**config.mk**
```make
export PLATFORM = sky130hd
export DESIGN_NAME = pc_redirect_unit
export DESIGN_NICKNAME = d
export VERILOG_FILES = /design/src/rtl/pc_redirect_unit_pkg.sv /design/src/rtl/sat_counter.sv /design/src/rtl/pc_redirect_unit.sv
export SDC_FILE = /design/constraint.sdc
export NUM_CORES = 1
export LEC_CHECK = 0
export ABC_AREA = 1
export CORE_MARGIN = 4
export CORE_UTILIZATION = 45
export CTS_CLUSTER_SIZE = 24
export DETAILED_ROUTE_END_ITERATION = 16
export PLACE_DENSITY = 0.77
export SYNTH_ARGS = -nofsm -noshare
export SYNTH_HDL_FRONTEND = slang
export SYNTH_HIERARCHICAL = 1
export SYNTH_SLANG_ARGS = --single-unit
```
**constraint.sdc**
```tcl
create_clock -name clk -period 1.4 [get_ports clk]
set_input_delay 0.14 -clock clk [delete_from_list [all_inputs] [get_ports clk]]
set_output_delay 0.14 -clock clk [all_outputs]
set_load 0.03 [all_outputs]
```
**src/rtl/pc_redirect_unit_pkg.sv**
```systemverilog
// Shared definitions for the fetch-side PC logic: datapath width, PC step and
// the redirect FSM state type.
package pc_redirect_unit_pkg;

   localparam int                XLEN    = 32;
   localparam logic [XLEN-1:0]   PC_STEP = 32'd4;

   typedef enum logic {
      ST_RUN  = 1'b0,
      ST_PEND = 1'b1
   } state_e;

   // Jump targets always have bit 0 cleared, as JALR does.
   function automatic logic [XLEN-1:0] clear_lsb(input logic [XLEN-1:0] addr);
      return {addr[XLEN-1:1], 1'b0};
   endfunction

endpackage

```
**src/rtl/sat_counter.sv**
```systemverilog
// Generic saturating event counter: counts enabled cycles and sticks at all-ones.
module sat_counter #(
   parameter int W = 16
) (
   input  logic         clk,
   input  logic         rst_n,
   input  logic         i_en,
   output logic [W-1:0] o_count
);

   logic [W-1:0] r_count;

   // NOTE: sequential state is written with non-blocking assignments so every
   // flop samples the pre-edge values, independent of block ordering.
   always_ff @(posedge clk or negedge rst_n) begin
      if (!rst_n) begin
         r_count <= '0;
      end else if (i_en && (r_count != '1)) begin
         r_count <= r_count + 1'b1;
      end
   end

   assign o_count = r_count;

endmodule

```
**src/rtl/pc_redirect_unit.sv**
```systemverilog
// Fetch PC owner: sequential advance, branch/jump redirect with 1-cycle latency,
// pipeline flush strobes, and a one-entry buffer for redirects imem cannot take.
module pc_redirect_unit
   import pc_redirect_unit_pkg::*;
#(
   parameter logic [XLEN-1:0] RESET_PC = 32'h0000_0000,
   parameter int              CNT_W    = 16
) (
   input  logic             clk,
   input  logic             rst_n,
   input  logic             stall_i,
   input  logic             ex_valid_i,
   input  logic             branch_taken_i,
   input  logic [XLEN-1:0]  branch_target_i,
   input  logic             imem_ready_i,
   output logic [XLEN-1:0]  pc_o,
   output logic [XLEN-1:0]  pc_plus4_o,
   output logic             fetch_valid_o,
   output logic             flush_ifid_o,
   output logic             flush_idex_o,
   output logic             misaligned_o,
   output logic [CNT_W-1:0] redirect_cnt_o
);

   state_e            r_state;
   logic [XLEN-1:0]   r_pc;
   logic [XLEN-1:0]   r_pend_tgt;
   logic              r_fetch_valid;
   logic              r_misaligned;

   logic              w_take;
   logic              w_accept;
   logic [XLEN-1:0]   w_tgt;
   logic [XLEN-1:0]   w_pc_plus4;

   // NOTE: every signal driven here gets a value on every path, so no latch
   // can be inferred.
   always_comb begin
      w_take     = ex_valid_i & branch_taken_i;
      w_accept   = w_take & (r_state == ST_RUN);
      w_tgt      = clear_lsb(branch_target_i);
      w_pc_plus4 = r_pc + PC_STEP;
   end

   // A take seen in PEND is dropped: the flush issued on entry guarantees a bubble.
   always_ff @(posedge clk or negedge rst_n) begin
      if (!rst_n) begin
         r_state       <= ST_RUN;
         r_pc          <= RESET_PC;
         r_pend_tgt    <= '0;
         r_fetch_valid <= 1'b0;
         r_misaligned  <= 1'b0;
      end else begin
         r_misaligned <= w_accept & branch_target_i[1];
         unique case (r_state)
            ST_RUN: begin
               if (w_take) begin
                  if (imem_ready_i) begin
                     r_pc          <= w_tgt;
                     r_fetch_valid <= 1'b1;
                  end else begin
                     r_pend_tgt    <= w_tgt;
                     r_state       <= ST_PEND;
                     r_fetch_valid <= 1'b0;
                  end
               end else begin
                  r_fetch_valid <= 1'b1;
                  if (imem_ready_i && !stall_i) begin
                     r_pc <= w_pc_plus4;
                  end
               end
            end
            ST_PEND: begin
               if (imem_ready_i) begin
                  r_pc          <= r_pend_tgt;
                  r_state       <= ST_RUN;
                  r_fetch_valid <= 1'b1;
               end
            end
            default: r_state <= ST_RUN;
         endcase
      end
   end

   sat_counter #(
      .W (CNT_W)
   ) u_redirect_cnt (
      .clk     (clk),
      .rst_n   (rst_n),
      .i_en    (w_accept),
      .o_count (redirect_cnt_o)
   );

   assign pc_o          = r_pc;
   assign pc_plus4_o    = w_pc_plus4;
   assign fetch_valid_o = r_fetch_valid;
   assign flush_ifid_o  = w_accept;
   assign flush_idex_o  = w_accept;
   assign misaligned_o  = r_misaligned;

endmodule
```
# == Word-level counts from Yosys, hierarchy flattened ==
# Cells that the tools add are included.
# classes
multipliers,0
muxes,12
n_reduce_logical,5
order_cmp,0
add_sub_neg,2
eq_ne,4
shifts,0
div,0
bitwise,5
# ops
cell,count
2-to-1 mux 32 bit,4
one-hot mux 32 bit (2 select lines),1
adder 32 x 3 -> 32 bit (second input constant),1
adder 16 x 1 -> 16 bit (second input constant),1
inequality test 16 bit (second input constant),1
AND reduction 3 bit,2
2-to-1 mux 1 bit,5
one-hot mux 1 bit (2 select lines),2
AND 1 bit,3
inequality test 3 x 2 -> 1 bit (second input constant),1
inequality test 3 bit (second input constant),1
logical AND 1 bit,2
inequality test 2 bit (second input constant),1
inverter 1 bit,2
logical NOT 1 bit,1
# word_totals
rom_bits,0
regBits,82
mem_bits_rw,0
output_inout_bits,84
latch_bits,0
elab_cells,34
inputBits,38
n_memories,0

# == Longest topological paths before layout ==
# Gate-level depths: netlist of run 1.
# depth
word_depth,5
depth_mapped,11
depth_no_buf,10

# == Cells and area by module ==
# The synthesis of run 1 kept the hierarchy.
# by_module_without_submodules
module,seq_area_each_um2,area_each_um2,n_inst,cells_each
pc_redirect_unit,1626.6,3821.2,1,502
sat_counter,400.4,1058.5,1,149

# == Worst setup path after synthesis of run 1 ==
# No wires, ideal clock.
# synth_path
kind,flip-flop to flip-flop
from,register r_pc[3] (netlist: pc_o[3])
to,register r_pc[16] (netlist: pc_o[16])
period_less_slack_ns,2.084
stages_incl_launch_ff,9
t_required_ns,1.323
setup_ns,0.077
slack_ns,-0.684
n_path_buf,0
arrival_ns,2.006
cell_sequence,dfrtp_1 -> ha_1 -> nand2_1 -> nor2_2 -> nand2_1 -> nor2_2 -> xor2_1 -> nand2_1 -> a21oi_1
# synth_via
elab_chain_len,4
# synth_rtl
element,line_no,source
"start, declared",pc_redirect_unit.sv:26,logic [XLEN-1:0] r_pc;
"start signal, assigned",pc_redirect_unit.sv:59,r_pc <= w_tgt;
"start signal, assigned",pc_redirect_unit.sv:69,r_pc <= w_pc_plus4;
"start signal, assigned",pc_redirect_unit.sv:75,r_pc <= r_pend_tgt;
adder 32 x 3 -> 32 bit,pc_redirect_unit.sv:42,w_pc_plus4 = r_pc + PC_STEP;
named net pc_plus4_o[16],pc_redirect_unit.sv:17,"output logic [XLEN-1:0] pc_plus4_o,"
2-to-1 mux 32 bit,pc_redirect_unit.sv:68,if (imem_ready_i && !stall_i) begin
2-to-1 mux 32 bit,pc_redirect_unit.sv:57,if (w_take) begin
one-hot mux 32 bit (2 select lines),pc_redirect_unit.sv:55,unique case (r_state)
# The timed path passes the listed nets, and every way through them passes these cells. The select of a mux whose other input is x is not followed.
# A chain may end at the register's enable or synchronous reset.

# == Worst setup path in the final report of run 1 ==
# layout_path
from,register r_pc[10] (netlist: pc_o[10])
to,output port pc_plus4_o[21]
# layout_via
elab_chain_len,1
# layout_rtl
element,line_no
adder 32 x 3 -> 32 bit,pc_redirect_unit.sv:42
"end, declared",pc_redirect_unit.sv:17
# No other way between the ends.

==> results of run 1 <==
## kinds of logic after synthesis
| logic type | count (synthesis) |
|---|---|
| multiplexers | 11 |
| flip-flops | 81 |
| adder cells (fa/ha/maj) | 2 |
| buffers and inverters | 80 |
| AND/OR/NAND/NOR | 364 |
| AO/OA/AOI/OAI | 91 |
| XOR/XNOR | 21 |
| other | 1 |
## per-layer routing
layer	track usage (%)	vias up	part of all wire, %	wire length [um]
met2	43.7	297	49	8790
met5	0	-	0	0
met3	5.01	66	7.4	1320
met4	8.81	0	3.9	706
li1	-	2490	-	-
met1	35.0	2727	40	7130
## worst register-to-register path: cells and delay by family, from the launching register on
family | cells | cell delay [ns]
buffers and inverters | 5 | 0.52
and+or+nand+nor | 4 | 0.54
xor gates and xnor gates | 1 | 0.16
DFF | 1 | 0.40
AOI/OAI and AO/OA | 1 | 0.12
## power by group through the flow
| stage | Sequential (mW) | Clock [mW] | Combinational [mW] |
|---|---|---|---|
| floorplan | 3.95 | 0 | 2.02 |
| global placement | 3.30 | 0 | 4.75 |
| detailed placement | 3.31 | 0 | 4.85 |
| CTS | 3.27 | 2.18 | 5.17 |
| global route | 3.36 | 2.33 | 5.99 |
| finish | 3.31 | 2.20 | 5.65 |
## synth_stat cells, drive strengths merged
library cell,count
o21ai,34
o211ai,1
mux2,11
buf,18
a41oi,2
ha,2
a21oi,29
clkbuf,9
xor2,12
inv,53
nand3b,7
nand4,6
a22o,8
a31oi,1
nand2,215
a211oi,16
xnor2,9
conb,1
dfrtp,81
nand3,15
nor2,117
and2,4
## sequential cells by signal, indices dropped and copies added (netlist names)
name,count
r_state,1
r_pend_tgt,31
misaligned_o,1
u_redirect_cnt/o_count,16
fetch_valid_o,1
pc_o,31
## placed cells by master (no fill, tap or decap), drive strengths merged, types with 15 or more instances in the layout
cell / count
a211oi: 16
o21ai: 34
nand2: 215
clkdlybuf4s50: 35
nand3: 15
dfrtp: 81
nor2: 117
buf: 161
a21oi: 29
dlygate4sd2: 20
inv: 53
## worst paths after layout
check,slack [ns],to
setup / recovery,-0.63,pc_plus4_o[21]
max in group asynchronous,0.69,u_redirect_cnt/o_count[6]$_DFFE_PN0P_
setup reg to reg,-0.42,pc_o[11]$_DFFE_PN0P_
hold / removal,0.31,pc_o[21]$_DFFE_PN0P_
min in group clk,0.36,r_pend_tgt[2]$_DFFE_PN0P_
hold reg to reg,0.49,r_pend_tgt[2]$_DFFE_PN0P_
## stage by stage
stage | hold slack, ns | instance area, um^2 | TNS (ns)
floorplan | -0.156 | 5260 | -9.09
global placement | 0.208 | 7070 | -14.17
detailed placement | 0.208 | 7070 | -18.54
CTS | 0.351 | 7790 | -17.57
global route | 0.362 | 8140 | -25.62
finish | 0.313 | 8140 | -20.80
## layout make-up
class                           count  share of cell area (%)
Clock buffer                       12                    1.91
Clock inverter                      4                    1.21
Inverter                           53                    2.53
Multi-Input combinational cell    491                    39.9
Sequential cell                    81                    25.4
Tap cell                          136                    2.09
Timing Repair Buffer              230                    26.9
## repair_timing
item,CTS,global route
endpoints found under the setup margin,105,98
gates cloned,0,1
endpoints found under the hold margin,81,0
pin swaps,54,59
hold buffers,1,0
setup buffers,23,22
gates resized for setup,199,143
==> results.toml, run 1 <==
[drt]
drt_iter0_drc = 574
wl_um = 17900
postRouteAntennaNets = 0
wl_per_cell_um = 17.8
first_pass_iters = 5
vias = 5580
vias_per_cell = 5.54
drc = 0

[critical_path]
cp.arrival_ns = 1.89
cp_slowest_cell = "dfrtp_2"
cp_top_family = "simple AND/OR/NAND/NOR gates"
max_stage_delay_ns = 0.42
critical_path_depth = 7
cp_common_cell = "nand2_2"
critPathKind = "reg2out"
critPathRequiredTime_ns = 1.26
cp_max_fo = 5
worstReg2RegStart = "pc_o[2]$_DFFE_PN0P_"
crit_start = "pc_o[10]$_DFFE_PN0P_"
worst_setup_path_end_kind = "output pin"
r2r_cells = 11
cp-start-kind = "flip-flop"
cp_cell_sequence = "nand2_2 > nor2_1 > nand2_1 > nor2_4 > nand3b_1 > nand2_2 > buf_6"
crit_buf_inv = 1

[floorplan]
die_x_um = 112
die_area_um2 = 12600
die_h_um = 112
row_count = 37
start_util_pct = 46.6
top_level_ports = 122
core_area_um2 = 10500

[placed_design]
hpwl_um = 11400
dp_cells = 956
place_ws_ns = -0.421
port_buffers = 118
globalplace.congestion = 0.896

[power_and_ir_drop]
clkPwrFrac_pct = 19.7
p_per_area_nw_per_um2 = 1370
finalPower_mw = 11.2
internal_power_mw = 6.56
power.leakage_nw = 3.79
vdd_ir_drop_max_uv = 941
power.switching_mw = 4.60
seqPwrFrac_pct = 29.7
combPwrFrac_pct = 50.6
p_sw_share_pct = 41.2

[final_layout]
layout.nets = 906
regArea_um2 = 2070
multi_input_area_um2 = 3250
drive_gt1_share_pct = 45.5
final_core_util_pct = 77.8
fin_cells = 1007
antenna_cells = 0
nFillCells = 670
areaGrowthSynthToFinish_pct = 66.9

[yosys]
synth_warnings = 6
synth_top_family_by_area = "simple AND/OR/NAND/NOR gates"
ys_ff_latch = 81
synth_cell_types = 32
synth_top_area_share_pct = 41.5
synth_xor_area_share_pct = 4.23
seq_area_frac_synth_pct = 41.5
yosys.area_share.simple_pct = 32.8
yosysTopAreaCell = "dfrtp_1"
synthesis.area_um2 = 4880
synthTopCellsByArea = "dfrtp_1 (42%), nand2_1 (16%), nor2_1 (7.4%), inv_1 (4.0%), o21ai_0 (3.3%)"
synth_compound_area_share_pct = 11.2
synthCells = 651
synthAdderAreaFrac_pct = 0.513
syn_area_per_cell_um2 = 7.50
synthMuxAreaShare_pct = 2.54

[timing]
skew_ns = 0.0103
rsz0062_at_grt = "yes"
timing.final.crit_share_pct = 145
finalSetupViolations = 68
finalHoldViolCount = 0
layout_min_cycle_time_ns = 2.03
slew_viol_final = 0
fin_ws_ns = -0.635
fmaxAchievable_mhz = 492

[worst_hold_path]
min_path_type = "in2async"

[grt]
grt_pass1_wl_um = 26900
track_usage_pct = 26.4
grt.overflow.total = 0
antenna_found_initial = 0
grt_pass1_vias = 5367
grt_max_degree = 82

[run]
max_cap_viol_count = 0

[cts]
cts_tree = "built"
clock_sink_count = 81
cts_root_buf = "clkbuf_8"
numCtsBuffers = 9
cts_max_path_buffers = 2
htree_levels = 3
path_clk_slew_ns = 0.09
clk_latency_ns = 0.37

[run_status]
failed_checks = "setup timing"
status = "finished, violations left"
No activity file was read; power rests on OpenSTA's default activity.
==> run 2, diff against run 1 <==
--- a/config.mk
+++ b/config.mk
@@ -6,6 +6,7 @@
 export NUM_CORES = 1
 export LEC_CHECK = 0
 export ABC_AREA = 1
+export CORE_ASPECT_RATIO = 1.25
 export CORE_MARGIN = 4
 export CORE_UTILIZATION = 45
 export CTS_CLUSTER_SIZE = 24
==> run 2 against run 1 <==
The flow still finishes with violations (setup timing). Clock skew barely moved. Non-clock buffer count rose by 5. Power barely moved. Critical path type unchanged. Critical endpoint is now pc_plus4_o[27]. Largest power group unchanged. Core utilization rose by 0.75 points. Count of clock-buffer cells in the layout fell by 2. Largest cell class unchanged. Clock power barely moved. Die area barely moved. Worst setup slack improved by 0.069 ns. Via count barely moved.
==> results.toml, run 2 (synthesized netlist as in run 1, its figures left out) <==
[timing]
finalSetupViolations = 60
finalHoldViolCount = 0
slew_viol_final = 0
layout_min_cycle_time_ns = 1.97
rsz0062_at_grt = "yes"
skew_ns = 0.0103
fmaxAchievable_mhz = 509
tns_ns = -18.55
timing.final.crit_share_pct = 140
fin_ws_ns = -0.566
whs_ns = 0.278

[placed_design]
globalplace.congestion = 0.905
hpwl_um = 11700
port_buffers = 118

[critical_path]
worst_setup_path_end_kind = "output pin"
cp_max_fo = 5
cp-start-kind = "flip-flop"
critPathKind = "reg2out"
critPathRequiredTime_ns = 1.26
cp.arrival_ns = 1.83

[drt]
drt_iter0_drc = 357
postRouteAntennaNets = 0
vias = 5576
first_pass_iters = 5
drc = 0
vias_per_cell = 5.53
wl_per_cell_um = 18.4
wl_um = 18500

[grt]
track_usage_pct = 26.5
grt_pass1_vias = 5505
grt_max_degree = 35
grt_pass1_wl_um = 26500
grt.overflow.total = 0
antenna_found_initial = 0

[floorplan]
row_count = 42
start_util_pct = 46.0
die_h_um = 124
die_x_um = 101
core_area_um2 = 10600
die_area_um2 = 12600
top_level_ports = 122

[power_and_ir_drop]
finalPower_mw = 11.2
vdd_ir_drop_max_uv = 784
p_per_area_nw_per_um2 = 1340
power.leakage_nw = 3.85

[final_layout]
layout.nets = 912
layout_commonest_cell = "nand2_1"
regArea_um2 = 2070
antenna_cells = 0
final_cell_mix = "nand2_1 (154), buf_4 (86), nor2_1 (82)"
multi_input_area_um2 = 3210
nFillCells = 630
drive_gt1_share_pct = 43.7
areaGrowthSynthToFinish_pct = 71.0

[cts]
cts_tree = "built"
clk_latency_ns = 0.34
htree_levels = 3
numCtsBuffers = 9
cts_max_path_buffers = 2
path_clk_slew_ns = 0.07
cts_root_buf = "clkbuf_16"
clock_sink_count = 81

[worst_hold_path]
min_path_type = "in2async"

[run]
max_cap_viol_count = 0

[run_status]
failed_checks = "setup timing"
status = "finished, violations left"
==> run 2: cell types whose count changed in the layout (fill, tap and decap cells not counted), sizes merged, moves of 3 or more <==
cell,previous run,this run
clkdlybuf4s15,11,18
clkbuf,14,19
bufinv,3,0
buf,161,145
dlygate4sd2,20,25
==> run 2: path summary, 6_finish.rpt <==
check	startpoint	end	slack [ns]	cells past startpoint
setup / recovery	pc_o[5]$_DFFE_PN0P_	pc_plus4_o[27]	-0.57	8
hold / removal	rst_n	pc_o[21]$_DFFE_PN0P_	0.28	2
setup reg to reg	pc_o[5]$_DFFE_PN0P_	pc_o[11]$_DFFE_PN0P_	-0.41	10
hold reg to reg	fetch_valid_o$_DFFE_PN0P_	fetch_valid_o$_DFFE_PN0P_	0.49	2
max in group asynchronous	rst_n	pc_o[7]$_DFFE_PN0P_	0.58	3
min in group clk	branch_target_i[16]	r_pend_tgt[16]$_DFFE_PN0P_	0.39	3
==> run 2: critical path: stages (launching register included) <==
cell     delay (ns)
dfrtp_2        0.40
nand2_1        0.12
nor2_4         0.15
nand2_4        0.10
nor2_4         0.25
buf_4          0.16
nand3_2        0.09
nand2_4        0.09
buf_6          0.13
==> run 2: final cells by class <==
| cell class | count | share of cell area, % |
|---|---|---|
| multi-input combinational | 492 | 38.5 |
| timing repair buffer | 235 | 29.0 |
| sequential | 81 | 24.8 |
| clock buffer | 10 | 2.74 |
| inverter | 53 | 2.50 |
| tap | 132 | 1.98 |
| clock inverter | 6 | 0.510 |
==> run 2: power by group <==
part	total, mW	internal, mW	switching (mW)
Sequential	3.36	2.84	0.521
Clock	2.20	1.21	0.993
Combinational	5.60	2.47	3.13
Total	11.2	6.51	4.65
==> run 2: layer usage <==
metal | track usage (%) | wire [um] | up-vias
met3 | 5.15 | 1170 | 56
li1 | - | - | 2505
met1 | 29.8 | 6750 | 2761
met2 | 47.6 | 10000 | 254
met5 | 0 | 0 | -
met4 | 10.8 | 609 | 0
==> run 2: timing repair <==
action                                 in CTS  in global routing
pin swaps                                  23                 50
buffers inserted                           15                 31
setup endpoints to repair                 108                113
endpoints found under the hold margin      23                  0
hold buffers                                1                  0
gates resized for setup                   144                110
cloned                                      3                  4
==> run 2: per-stage QoR <==
step                      area, um^2  utilization, %  worst slack [ns]  instances
final                           8340            78.6            -0.566       1009
after CTS                       7720            72.7            -0.549        976
after floorplan                 5260               -            -0.293        652
after detailed placement        7020            66.2            -0.363        942
after global routing            8340            78.6            -0.647       1009
after global placement          7020            66.2            -0.286        942
==> run 3, diff against run 2 <==
--- a/config.mk
+++ b/config.mk
@@ -11,6 +11,7 @@
 export CORE_UTILIZATION = 45
 export CTS_CLUSTER_SIZE = 24
 export DETAILED_ROUTE_END_ITERATION = 16
+export GPL_ROUTABILITY_DRIVEN = 0
 export PLACE_DENSITY = 0.77
 export SYNTH_ARGS = -nofsm -noshare
 export SYNTH_HDL_FRONTEND = slang
==> run 3 against run 2 <==
The run still ends with setup timing left. Sequential share of layout area up 0.34 points. Flip-flop and latch count unchanged. Final cell count down 0.89%. Sequential power about the same.
==> results.toml, run 3 (synthesized netlist as in run 1, its figures left out) <==
[drt]
wl_per_cell_um = 17.9
vias_per_cell = 5.49
vias = 5485
drc = 0
wl_um = 17900
drt_iter0_drc = 303
first_pass_iters = 5
postRouteAntennaNets = 0

[critical_path]
cp.arrival_ns = 1.82
r2r_cells = 12
r2r_slack_ns = -0.39
timing.rr.end = "pc_o[26]$_DFFE_PN0P_"
endpoint = "pc_plus4_o[27]"
critPathRequiredTime_ns = 1.26
worstReg2RegStart = "pc_o[2]$_DFFE_PN0P_"
crit_start = "pc_o[23]$_DFFE_PN0P_"
critPathKind = "reg2out"
worst_setup_path_end_kind = "output pin"
cp-start-kind = "flip-flop"
cp_max_fo = 3

[cts]
numCtsBuffers = 9
path_clk_slew_ns = 0.06
htree_levels = 3
cts_root_buf = "clkbuf_16"
cts_tree = "built"
clock_sink_count = 81
clk_latency_ns = 0.34
cts_max_path_buffers = 2

[placed_design]
place_ws_ns = -0.286
dp_cells = 941
hpwl_um = 11400
port_buffers = 118
placed_area_um2 = 7000

[grt]
grt_max_degree = 82
grt.overflow.total = 0
antenna_found_initial = 0
grt_pass1_wl_um = 26800
grt_pass1_vias = 5618
track_usage_pct = 26.4

[floorplan]
die_h_um = 124
core_area_um2 = 10600
die_area_um2 = 12600
start_util_pct = 46.0
row_count = 42
die_x_um = 101
top_level_ports = 122

[timing]
fin_ws_ns = -0.559
fmaxAchievable_mhz = 510
timing.final.crit_share_pct = 140
rsz0062_at_grt = "yes"
finalHoldViolCount = 0
layout_min_cycle_time_ns = 1.96
whs_ns = 0.336
skew_ns = 0.0115
slew_viol_final = 0
finalSetupViolations = 57
tns_ns = -17.16

[run]
max_cap_viol_count = 0

[power_and_ir_drop]
seqPwrFrac_pct = 29.1
power.switching_mw = 4.64
vdd_ir_drop_max_uv = 813
internal_power_mw = 6.86
finalPower_mw = 11.5
power.leakage_nw = 3.75
combPwrFrac_pct = 49.1
clkPwrFrac_pct = 21.8
p_per_area_nw_per_um2 = 1400
p_sw_share_pct = 40.4

[final_layout]
fin_cells = 1000
final_core_util_pct = 77.6
layout.nets = 903
antenna_cells = 0
final_cell_mix = "nand2_1 (150), buf_4 (83), nor2_1 (80)"
layout_commonest_cell = "nand2_1"
drive_gt1_share_pct = 43.9
nFillCells = 669
areaGrowthSynthToFinish_pct = 68.7
design_area_um2 = 8230

[worst_hold_path]
min_path_type = "in2async"

[run_status]
status = "finished, violations left"
failed_checks = "setup timing"
[run 3: cell types whose count changed in the layout (fill, tap and decap cells not counted), moves of 3 or more]
cell,previous run,this run
a21oi_1,14,9
a21oi_2,15,20
buf_6,41,46
nand2_1,154,150
nand3_2,7,3
a211oi_1,13,16
a211oi_2,3,0
buf_4,86,83
clkbuf_16,12,9
clkbuf_8,0,3
[run 3: final cells by class]
type / count / area, um^2 / area share (%)
clock buffer: 12 / 267 / 3.24
clock inverter: 4 / 48.8 / 0.593
inverter: 53 / 204 / 2.48
multi-input combinational: 492 / 3250 / 39.5
sequential: 81 / 2070 / 25.1
tap: 132 / 165 / 2.01
timing repair buffer: 226 / 2230 / 27.1
[run 3: power by group through the flow]
stage	Clock (mW)	Sequential, mW	Combinational [mW]
2_1_floorplan	0	3.95	2.02
3_3_place_gp	0	3.31	4.74
3_5_place_dp	0	3.34	4.85
4_1_cts	2.52	3.31	5.16
5_1_grt	2.62	3.41	5.97
6_report	2.50	3.35	5.64
[run 3: what timing repair did]
action,4_1_cts,5_1_grt
pin swaps,46,56
buffers inserted,22,32
gates resized for setup,168,107
setup endpoints to repair,104,84
hold endpoints to repair,81,0
hold buffers,1,0
gates cloned,0,1
[run 3: worst min-delay path by stage]
stage / from / to / cells after the start
2_1_floorplan: rst_n / fetch_valid_o$_DFFE_PN0P_ / 0
3_3_place_gp: rst_n / pc_o[21]$_DFFE_PN0P_ / 2
3_5_place_dp: rst_n / pc_o[21]$_DFFE_PN0P_ / 2
4_1_cts: branch_target_i[9] / r_pend_tgt[9]$_DFFE_PN0P_ / 3
5_1_grt: rst_n / pc_o[21]$_DFFE_PN0P_ / 3
6_report: rst_n / pc_o[21]$_DFFE_PN0P_ / 3
[run 3: metal layers]
metal | track usage (%) | up-vias | wire [um]
li1 | - | 2484 | -
met1 | 30.3 | 2665 | 6310
met2 | 46.9 | 259 | 9620
met3 | 3.87 | 77 | 1100
met4 | 12.3 | 0 | 833
met5 | 0 | - | 0
[run 3: critical path, cell delays in order, from the launching register on]
cell and delay, ns:
dfrtp_1 0.44, nand2_1 0.12, nor2_1 0.22, nand2_1 0.11
nor2_2 0.21, nand2_2 0.09, nand2_2 0.08, nand2_4 0.07
buf_6 0.14
